### src/rtl/direction_ctrl_if.sv
// Bundle between the direction controller and its surroundings: the raw button, the
// auto-reverse enable and the fed-back counter value go in; the direction level, the
// debounced button level and the press pulse come out.
//   master : drives btn_raw, auto_rev, count; observes up_down, btn_level, press_pulse
//   slave  : the direction_ctrl side of the same signals
interface direction_ctrl_if #(
    parameter int unsigned WIDTH = 4
);
    logic             btn_raw;
    logic             auto_rev;
    logic [WIDTH-1:0] count;
    logic             up_down;
    logic             btn_level;
    logic             press_pulse;

    modport master (
        output btn_raw,
        output auto_rev,
        output count,
        input  up_down,
        input  btn_level,
        input  press_pulse
    );

    modport slave (
        input  btn_raw,
        input  auto_rev,
        input  count,
        output up_down,
        output btn_level,
        output press_pulse
    );
endinterface

### src/rtl/direction_ctrl.sv
// Direction control stage for an up/down counter. Synchronises and debounces a raw
// push-button, toggles the count direction on every accepted press and, when
// auto-reverse is enabled, flips direction one value before each end point so the
// attached counter ping-pongs without ever wrapping.
//   clk      : system clock, all state on the rising edge
//   reset_n  : asynchronous active-low reset
//   ctrl_io  : btn_raw, auto_rev, count in; up_down, btn_level, press_pulse out
module direction_ctrl #(
    parameter int unsigned WIDTH           = 4,
    parameter int unsigned DEBOUNCE_CYCLES = 16,
    parameter bit          UP_RESET        = 1'b1
) (
    input  logic            clk,
    input  logic            reset_n,
    direction_ctrl_if.slave ctrl_io
);

    localparam int unsigned      CntW     = $clog2(DEBOUNCE_CYCLES + 1);
    localparam logic [CntW-1:0]  DbLast   = CntW'(DEBOUNCE_CYCLES - 1);
    // The counter moves on the same edge we switch direction, so compare one step early.
    localparam logic [WIDTH-1:0] CntTopM1 = {WIDTH{1'b1}} - WIDTH'(1);
    localparam logic [WIDTH-1:0] CntOne   = WIDTH'(1);

    typedef enum logic [0:0] {
        StDown = 1'b0,
        StUp   = 1'b1
    } dir_e;

    localparam dir_e DirReset = UP_RESET ? StUp : StDown;

    logic            sync1_q, sync2_q;
    logic [CntW-1:0] db_cnt_q, db_cnt_d;
    logic            btn_level_q, btn_level_d;
    logic            press_pulse_q, press_pulse_d;
    dir_e            dir_q, dir_d;

    // Two-flop synchroniser, nothing in front of the second flop.
    always_ff @(posedge clk or negedge reset_n) begin
        if (!reset_n) begin
            sync1_q <= 1'b0;
            sync2_q <= 1'b0;
        end else begin
            sync1_q <= ctrl_io.btn_raw;
            sync2_q <= sync1_q;
        end
    end

    // Debounce: count consecutive cycles the synced button differs from the accepted
    // level; any cycle that agrees restarts the count.
    always_comb begin
        db_cnt_d    = db_cnt_q;
        btn_level_d = btn_level_q;
        if (sync2_q == btn_level_q) begin
            db_cnt_d = '0;
        end else if (db_cnt_q == DbLast) begin
            btn_level_d = sync2_q;
            db_cnt_d    = '0;
        end else begin
            db_cnt_d = db_cnt_q + CntW'(1);
        end
        press_pulse_d = btn_level_d & ~btn_level_q;
    end

    // Direction FSM: a press always wins over an end-point reversal.
    always_comb begin
        dir_d = dir_q;
        unique case (dir_q)
            StUp: begin
                if (press_pulse_d) begin
                    dir_d = StDown;
                end else if (ctrl_io.auto_rev && (ctrl_io.count == CntTopM1)) begin
                    dir_d = StDown;
                end
            end
            StDown: begin
                if (press_pulse_d) begin
                    dir_d = StUp;
                end else if (ctrl_io.auto_rev && (ctrl_io.count == CntOne)) begin
                    dir_d = StUp;
                end
            end
        endcase
    end

    always_ff @(posedge clk or negedge reset_n) begin
        if (!reset_n) begin
            db_cnt_q      <= '0;
            btn_level_q   <= 1'b0;
            press_pulse_q <= 1'b0;
            dir_q         <= DirReset;
        end else begin
            db_cnt_q      <= db_cnt_d;
            btn_level_q   <= btn_level_d;
            press_pulse_q <= press_pulse_d;
            dir_q         <= dir_d;
        end
    end

    assign ctrl_io.up_down     = (dir_q == StUp);
    assign ctrl_io.btn_level   = btn_level_q;
    assign ctrl_io.press_pulse = press_pulse_q;

endmodule
### src/flat_wrapper.sv
// flat-port wrapper written by rule: the top's interface ports become plain ports
module direction_ctrl_flat 
#(
    parameter int unsigned WIDTH           = 4,
    parameter int unsigned DEBOUNCE_CYCLES = 16,
    parameter bit          UP_RESET        = 1'b1
)
  (clk, reset_n, ctrl_io_btn_raw, ctrl_io_auto_rev, ctrl_io_count, ctrl_io_up_down, ctrl_io_btn_level, ctrl_io_press_pulse);
  direction_ctrl_if #(.WIDTH(WIDTH)) ctrl_io_i ();
  input  logic clk;
  input  logic reset_n;
  input wire logic [$bits(ctrl_io_i.btn_raw)-1:0] ctrl_io_btn_raw;
  input wire logic [$bits(ctrl_io_i.auto_rev)-1:0] ctrl_io_auto_rev;
  input wire logic [$bits(ctrl_io_i.count)-1:0] ctrl_io_count;
  output wire logic [$bits(ctrl_io_i.up_down)-1:0] ctrl_io_up_down;
  output wire logic [$bits(ctrl_io_i.btn_level)-1:0] ctrl_io_btn_level;
  output wire logic [$bits(ctrl_io_i.press_pulse)-1:0] ctrl_io_press_pulse;
  assign ctrl_io_i.btn_raw = ctrl_io_btn_raw;
  assign ctrl_io_i.auto_rev = ctrl_io_auto_rev;
  assign ctrl_io_i.count = ctrl_io_count;
  assign ctrl_io_up_down = ctrl_io_i.up_down;
  assign ctrl_io_btn_level = ctrl_io_i.btn_level;
  assign ctrl_io_press_pulse = ctrl_io_i.press_pulse;
  direction_ctrl #(.WIDTH(WIDTH), .DEBOUNCE_CYCLES(DEBOUNCE_CYCLES), .UP_RESET(UP_RESET)) u_core (.clk(clk), .reset_n(reset_n), .ctrl_io(ctrl_io_i));
endmodule
### config.mk
export PLATFORM = sky130hd
export DESIGN_NAME = direction_ctrl_flat
export DESIGN_NICKNAME = d
export VERILOG_FILES = /design/src/rtl/direction_ctrl_if.sv /design/src/rtl/direction_ctrl.sv /design/src/flat_wrapper.sv
export SDC_FILE = /design/constraint.sdc
export NUM_CORES = 1
export LEC_CHECK = 0
export CAP_MARGIN = 10
export CORE_AREA = 5 5 42 44
export DETAILED_ROUTE_END_ITERATION = 6
export DIE_AREA = 0 0 47 49
export PLACE_DENSITY_LB_ADDON = 0.25
export SYNTH_ARGS = -nofsm -noshare
export SYNTH_HDL_FRONTEND = slang
export SYNTH_SLANG_ARGS = --single-unit
### constraint.sdc
create_clock -name clk -period 1.7 [get_ports clk]
set_input_delay 0.34 -clock clk [delete_from_list [all_inputs] [get_ports clk]]
set_output_delay 0.34 -clock clk [all_outputs]
set_load 0.05 [all_outputs]
==> results.yml, run 1 <==
run_status:
  status: "finished clean"
timing:
  tightest_slew_ps: 424.5
  finalSetupViolations: 0
  min_period_ps: 1353
  rsz0062_at_grt: "no"
  maxSlewHeadroom_pct: 71.61
  fmax_mhz: 739.3
  skew_ps: 2.991
  finalHoldViolations: 0
  setup_tns_ps: 0
  drv_slew: 0
  min_period_over_period_pct: 79.56
min_path:
  min_from: "u_core.sync1_q$_DFF_PN0_"
  hp-class: "reg -> reg"
  hold_depth: 0
  min_to: "u_core.sync2_q$_DFF_PN0_"
setup_path:
  rrSetupSlack_ps: 350
  crit_type: "in -> reg"
  worstPathArrival_ps: 1560
  regToRegStartpoint: "u_core.db_cnt_q[0]$_DFF_PN0_"
  cp-end-kind: "flop"
  reg2reg_depth: 5
  crit_required_ps: 1900
  worst_r2r_endpoint: "u_core.ctrl_io.up_down$_DFF_PN1_"
  crit_fanout: 2
  start_kind: "input pin"
cells_and_area:
  fillers: 135
  area_growth_syn_to_layout_pct: 39.05
  nets: 58
  regArea_um2: 251.5
  final_layout_size_suffix_gt1_share_pct: 25.00
  final_core_util_pct: 44.20
  n_antenna_cell: 0
  final_cell_mix: "dfrtp_1, clkdlybuf4s50_1, nor2b_1, nor2_1, clkbuf_4"
  multi_input_area_um2: 190.2
  mostFrequentLayoutCell: "dfrtp_1"
global_routing:
  grt_max_degree: 11
  antenna_found_initial: 0
  grt-ovfl-total: 0
  grt_pass1_wl_um: 1407
  grt_pass1_vias: 349
  grtUsageTotal_pct: 8.845
floorplanning:
  die_area_mm2: 0.002303
  pin_count: 11
  rows: 14
  chipHeight_um: 49
  die_x_um: 47
  start_util_pct: 31.79
  core_area_mm2: 0.001401
routing:
  ant_nets: 0
  vias_per_cell: 4.750
  post_drt_wl_per_cell_um: 12.59
  firstDrtPassIters: 2
  num_vias: 304
  drcViolationCount: 0
  drt_iter0_drc: 1
  drt-total-wl_um: 806
clock_tree:
  cts_setup_buffers: 0
  cts_resized: 0
  clock_path_buffers: 2
  numCtsBuffers: 3
  clkLatencyLatePin_ps: 260
  h-tree-depth: 1
  cts_root_buf: "clkbuf_4"
  cts_tree: "done"
  clkTransAtPathRegs_ps: 70
  cts_hold_buf: 0
  cts.sinks: 10
synth:
  netlist.area_leader.share_pct: 50.56
  syn_area_um2: 445.4
  synthCells: 34
  yosys_warnings: 0
  synth-seq-cells: 10
  synth.avg_cell_area_um2: 13.10
  synth_top_cell_by_area: "dfrtp_1"
  synth_nets: 43
  synth-seq-area-share_pct: 56.46
  synth_top_cells_by_area: "dfrtp_1, dfstp_2, nand4b_4, nor2b_1, nor3b_4"
  yosysUniqueCellTypes: 20
job:
  drv_cap: 0
pwr:
  p_sw_w: 0.0001508
  p_clk_share_pct: 35.2
  powerDensity_mw_per_mm2: 966.7
  vdd_drop_max_uv: 333.3
  p_leak_nw: 0.2973
  combPwrFrac_pct: 18.3
  seqPwrFrac_pct: 46.5
  power_w: 0.0005987
  internal_power_w: 0.0004479
  p_sw_share_pct: 25.19
placement:
  place.gp.congestion: 0.7169
  port_buffers: 10
  dp_hpwl_um: 671.6
-- worst max-delay path by stage --
stage / start / endpoint / slack (ps)
6_report: ctrl_io_auto_rev / u_core.ctrl_io.up_down$_DFF_PN1_ / 350
5_1_grt: u_core.db_cnt_q[0]$_DFF_PN0_ / u_core.ctrl_io.up_down$_DFF_PN1_ / 240
4_1_cts: u_core.db_cnt_q[0]$_DFF_PN0_ / u_core.ctrl_io.up_down$_DFF_PN1_ / 340
3_5_place_dp: ctrl_io_auto_rev / u_core.ctrl_io.up_down$_DFF_PN1_ / 70
3_3_place_gp: ctrl_io_auto_rev / u_core.ctrl_io.up_down$_DFF_PN1_ / 100
2_1_floorplan: u_core.db_cnt_q[0]$_DFF_PN0_ / u_core.ctrl_io.up_down$_DFF_PN1_ / 450
-- worst max-delay path: stages --
cell	delay (ps)
clkdlybuf4s50_1	480
or4bb_1	470
nor2_1	100
nor3_1	60
a21oi_2	100
-- registers in the layout, indices dropped and copies added, names as in the netlist --
signal,cells
u_core.db_cnt_q,5
u_core.ctrl_io.btn_level,1
u_core.ctrl_io.press_pulse,1
u_core.ctrl_io.up_down,1
u_core.sync1_q,1
u_core.sync2_q,1
-- kinds of logic (layout without fill, tap and decap cells) --
group / Yosys count / after routing / share of synthesized area (%)
AOI/OAI and AO/OA: 5 / 5 / 7.864
xor gates and xnor gates: 2 / 2 / 3.933
buffers and inverters: 1 / 15 / 0.8419
DFF: 10 / 10 / 56.46
muxes: 1 / 1 / 2.528
adders and majority gates: 1 / 1 / 2.809
and+or+nand+nor: 14 / 14 / 25.56
-- routing by layer --
layer  part of all wire, %  track usage, %  vias to the layer above  routed length, µm
met5                     0               0                        -                  0
met4                   2.6           5.530                        0                 21
met2                    55           15.16                        8                443
met1                    36           8.238                      146                287
met3                   6.8           3.321                        2                 55
li1                      -               -                      148                  -
-- synthesized netlist by cell type (all sizes together) --
master	n
dfstp	1
or4bb	1
nor2	3
xnor2	2
nand2	1
nor3	1
a41o	1
nand4b	2
nand3	1
inv	1
dfrtp	9
nor2b	3
o21ai	1
nor3b	2
a21oi	3
ha	1
mux2	1
-- layout make-up --
cell class              count  share of cell area (%)
well taps                  16                   3.232
inverters                   1                  0.6061
multi-input cells          23                   30.71
clock buffers               4                   5.859
repair buffers             10                   18.99
flip-flops and latches     10                   40.61
-- stage by stage --
stage / setup WS (ps) / cells / hold slack [ps] / area (µm²)
2_1_floorplan: 449.0 / 34 / 44.41 / 445.4
3_3_place_gp: 101.9 / 60 / 342.1 / 583.1
3_5_place_dp: 70.22 / 60 / 343.4 / 583.1
4_1_cts: 337.3 / 64 / 358.9 / 619.3
5_1_grt: 236.0 / 64 / 375.9 / 619.3
6_report: 347.4 / 64 / 354.8 / 619.3
-- power groups by stage --
| stage | logic (W) | registers [W] | clock network, W |
|---|---|---|---|
| floorplan | 0.0000268 | 0.000303 | 0 |
| global placement | 0.000106 | 0.000281 | 0 |
| detailed placement | 0.000111 | 0.000283 | 0 |
| CTS | 0.000111 | 0.000278 | 0.000222 |
| global route | 0.000117 | 0.000281 | 0.000228 |
| finish | 0.000110 | 0.000278 | 0.000211 |
Note: power is estimated with default switching activity, not from simulation.
==> run 2: changes to the inputs <==
==> constraint.sdc (replaced) <==
create_clock -name clk -period 1.35 [get_ports clk]
set_input_delay 0.27 -clock clk [delete_from_list [all_inputs] [get_ports clk]]
set_output_delay 0.27 -clock clk [all_outputs]
set_load 0.05 [all_outputs]
==> run 2 against run 1 <==
  * Critical path depth unchanged
  * Utilization up 1.6 points
  * Total power up 18%
  * Critical path type unchanged
  * Critical endpoint unchanged
  * Largest cell class unchanged
==> results.yml, run 2 (synthesized netlist as in run 1, its figures left out) <==
run_status:
  status: "finished clean"
timing:
  drv_slew: 0
  finalSetupViolations: 0
  rsz0062_at_grt: "no"
  finalHoldViolations: 0
  setup_tns_ps: 0
  min_period_over_period_pct: 96.77
  holdWs_ps: 301.5
  min_period_ps: 1306
  tightest_slew_ps: 443.9
  maxSlewHeadroom_pct: 70.19
  fmax_mhz: 765.5
  skew_ps: 8.668
cells_and_area:
  largest_register: "u_core.db_cnt_q"
  area_growth_syn_to_layout_pct: 44.10
  fin_area_um2: 641.9
  mostFrequentLayoutCell: "dfrtp_1"
  final_layout_size_suffix_gt1_share_pct: 26.53
  largest_reg_flops: 5
  fillers: 138
  final_core_util_pct: 45.80
  final_cell_mix: "dfrtp_1, clkdlybuf4s50_1"
  n_antenna_cell: 0
  nets: 59
routing:
  drt_iter0_drc: 2
  num_vias: 311
  ant_nets: 0
  drt-total-wl_um: 807
  post_drt_wl_per_cell_um: 12.42
  firstDrtPassIters: 2
  drcViolationCount: 0
  vias_per_cell: 4.785
clock_tree:
  clock_path_buffers: 2
  cts_root_buf: "clkbuf_4"
  numCtsBuffers: 3
  cts_setup_buffers: 0
  clkTransAtPathRegs_ps: 70
  cts.sinks: 10
  clkLatencyLatePin_ps: 260
  h-tree-depth: 1
  cts_tree: "done"
setup_path:
  crit_slowest_cell: "clkdlybuf4s50_1"
  crit_required_ps: 1540
  reg2reg_depth: 5
  start_kind: "input pin"
  rrSetupSlack_ps: 120
  crit_type: "in -> reg"
  critPathMaxStageDelay_ps: 480
  cp-end-kind: "flop"
  crit_fanout: 2
  crit_chain: "clkdlybuf4s50_1, or4bb_1, nor2_1, nor3_1, a21oi_2"
  worstPathArrival_ps: 1500
placement:
  port_buffers: 10
  place.gp.congestion: 0.6870
  place_area_um2: 603.1
pwr:
  p_leak_nw: 0.2978
  powerDensity_mw_per_mm2: 1101
  vdd_drop_max_uv: 492.0
floorplanning:
  die_x_um: 47
  core_area_mm2: 0.001401
  start_util_pct: 31.79
  die_area_mm2: 0.002303
  pin_count: 11
  chipHeight_um: 49
  rows: 14
global_routing:
  grt_pass1_vias: 343
  grt_max_degree: 11
  grt_pass1_wl_um: 1366
  grtUsageTotal_pct: 8.500
  antenna_found_initial: 0
  grt-ovfl-total: 0
job:
  drv_cap: 0
min_path:
  hp-class: "in -> async"
[run 2: through the flow]
step	cells	setup slack (ps)	total power, W
after detailed placement	61	-206.8	0.0005003
after global placement	61	-170.3	0.0004908
after CTS	65	13.34	0.0007145
final	65	43.64	0.0007064
after global routing	65	27.29	0.0007480
after floorplan	34	99.00	0.0004154
[run 2: metal layers]
metal  wire length, µm  part of all wire (%)  vias to the layer above  track usage, %
li1                  -                     -                      152               -
met1               282                    35                      149           8.046
met4                20                   2.5                        0           4.147
met3                55                   6.8                        2           4.428
met2               449                    56                        8           14.25
met5                 0                     0                        -               0
[run 2: worst max-delay path, delay by kind of cell]
kind,cells,cell delay (ps)
AO/OA/AOI/OAI,1,110
AND/OR/NAND/NOR,3,640
buffers and inverters,1,480
[run 2: final timing paths]
path	end	startpoint
worst max-delay path	u_core.ctrl_io.up_down$_DFF_PN1_	ctrl_io_auto_rev
worst min-delay path	u_core.db_cnt_q[4]$_DFF_PN0_	reset_n
worst max register to register	u_core.ctrl_io.up_down$_DFF_PN1_	u_core.db_cnt_q[1]$_DFF_PN0_
worst min register to register	u_core.sync2_q$_DFF_PN0_	u_core.sync1_q$_DFF_PN0_
max in group asynchronous	u_core.ctrl_io.up_down$_DFF_PN1_	reset_n
min in group clk	u_core.sync2_q$_DFF_PN0_	u_core.sync1_q$_DFF_PN0_
[run 2: final cells by class]
| cell class | count | area, µm² | share of cell area (%) |
|---|---|---|---|
| repair buffers | 11 | 137.6 | 21.44 |
| flip-flops and latches | 10 | 251.5 | 39.18 |
| multi-input cells | 23 | 202.7 | 31.58 |
| well taps | 16 | 20.02 | 3.119 |
| clock buffers | 4 | 26.28 | 4.094 |
| inverters | 1 | 3.754 | 0.5848 |
[run 2: repair_timing]
| action | in CTS | in global routing |
|---|---|---|
| hold buffers | 0 | 0 |
| setup endpoints to repair | 0 | 3 |
| gates resized for setup | 0 | 2 |
[run 2: report_power, final]
group	switching [W]	total (W)	leakage [nW]	internal (W)
logic	0.0000658	0.000144	0.154	0.0000787
registers	0.0000261	0.000352	0.129	0.000326
clock network	0.0000956	0.000209	0.0150	0.000114
total	0.000188	0.000706	0.298	0.000519
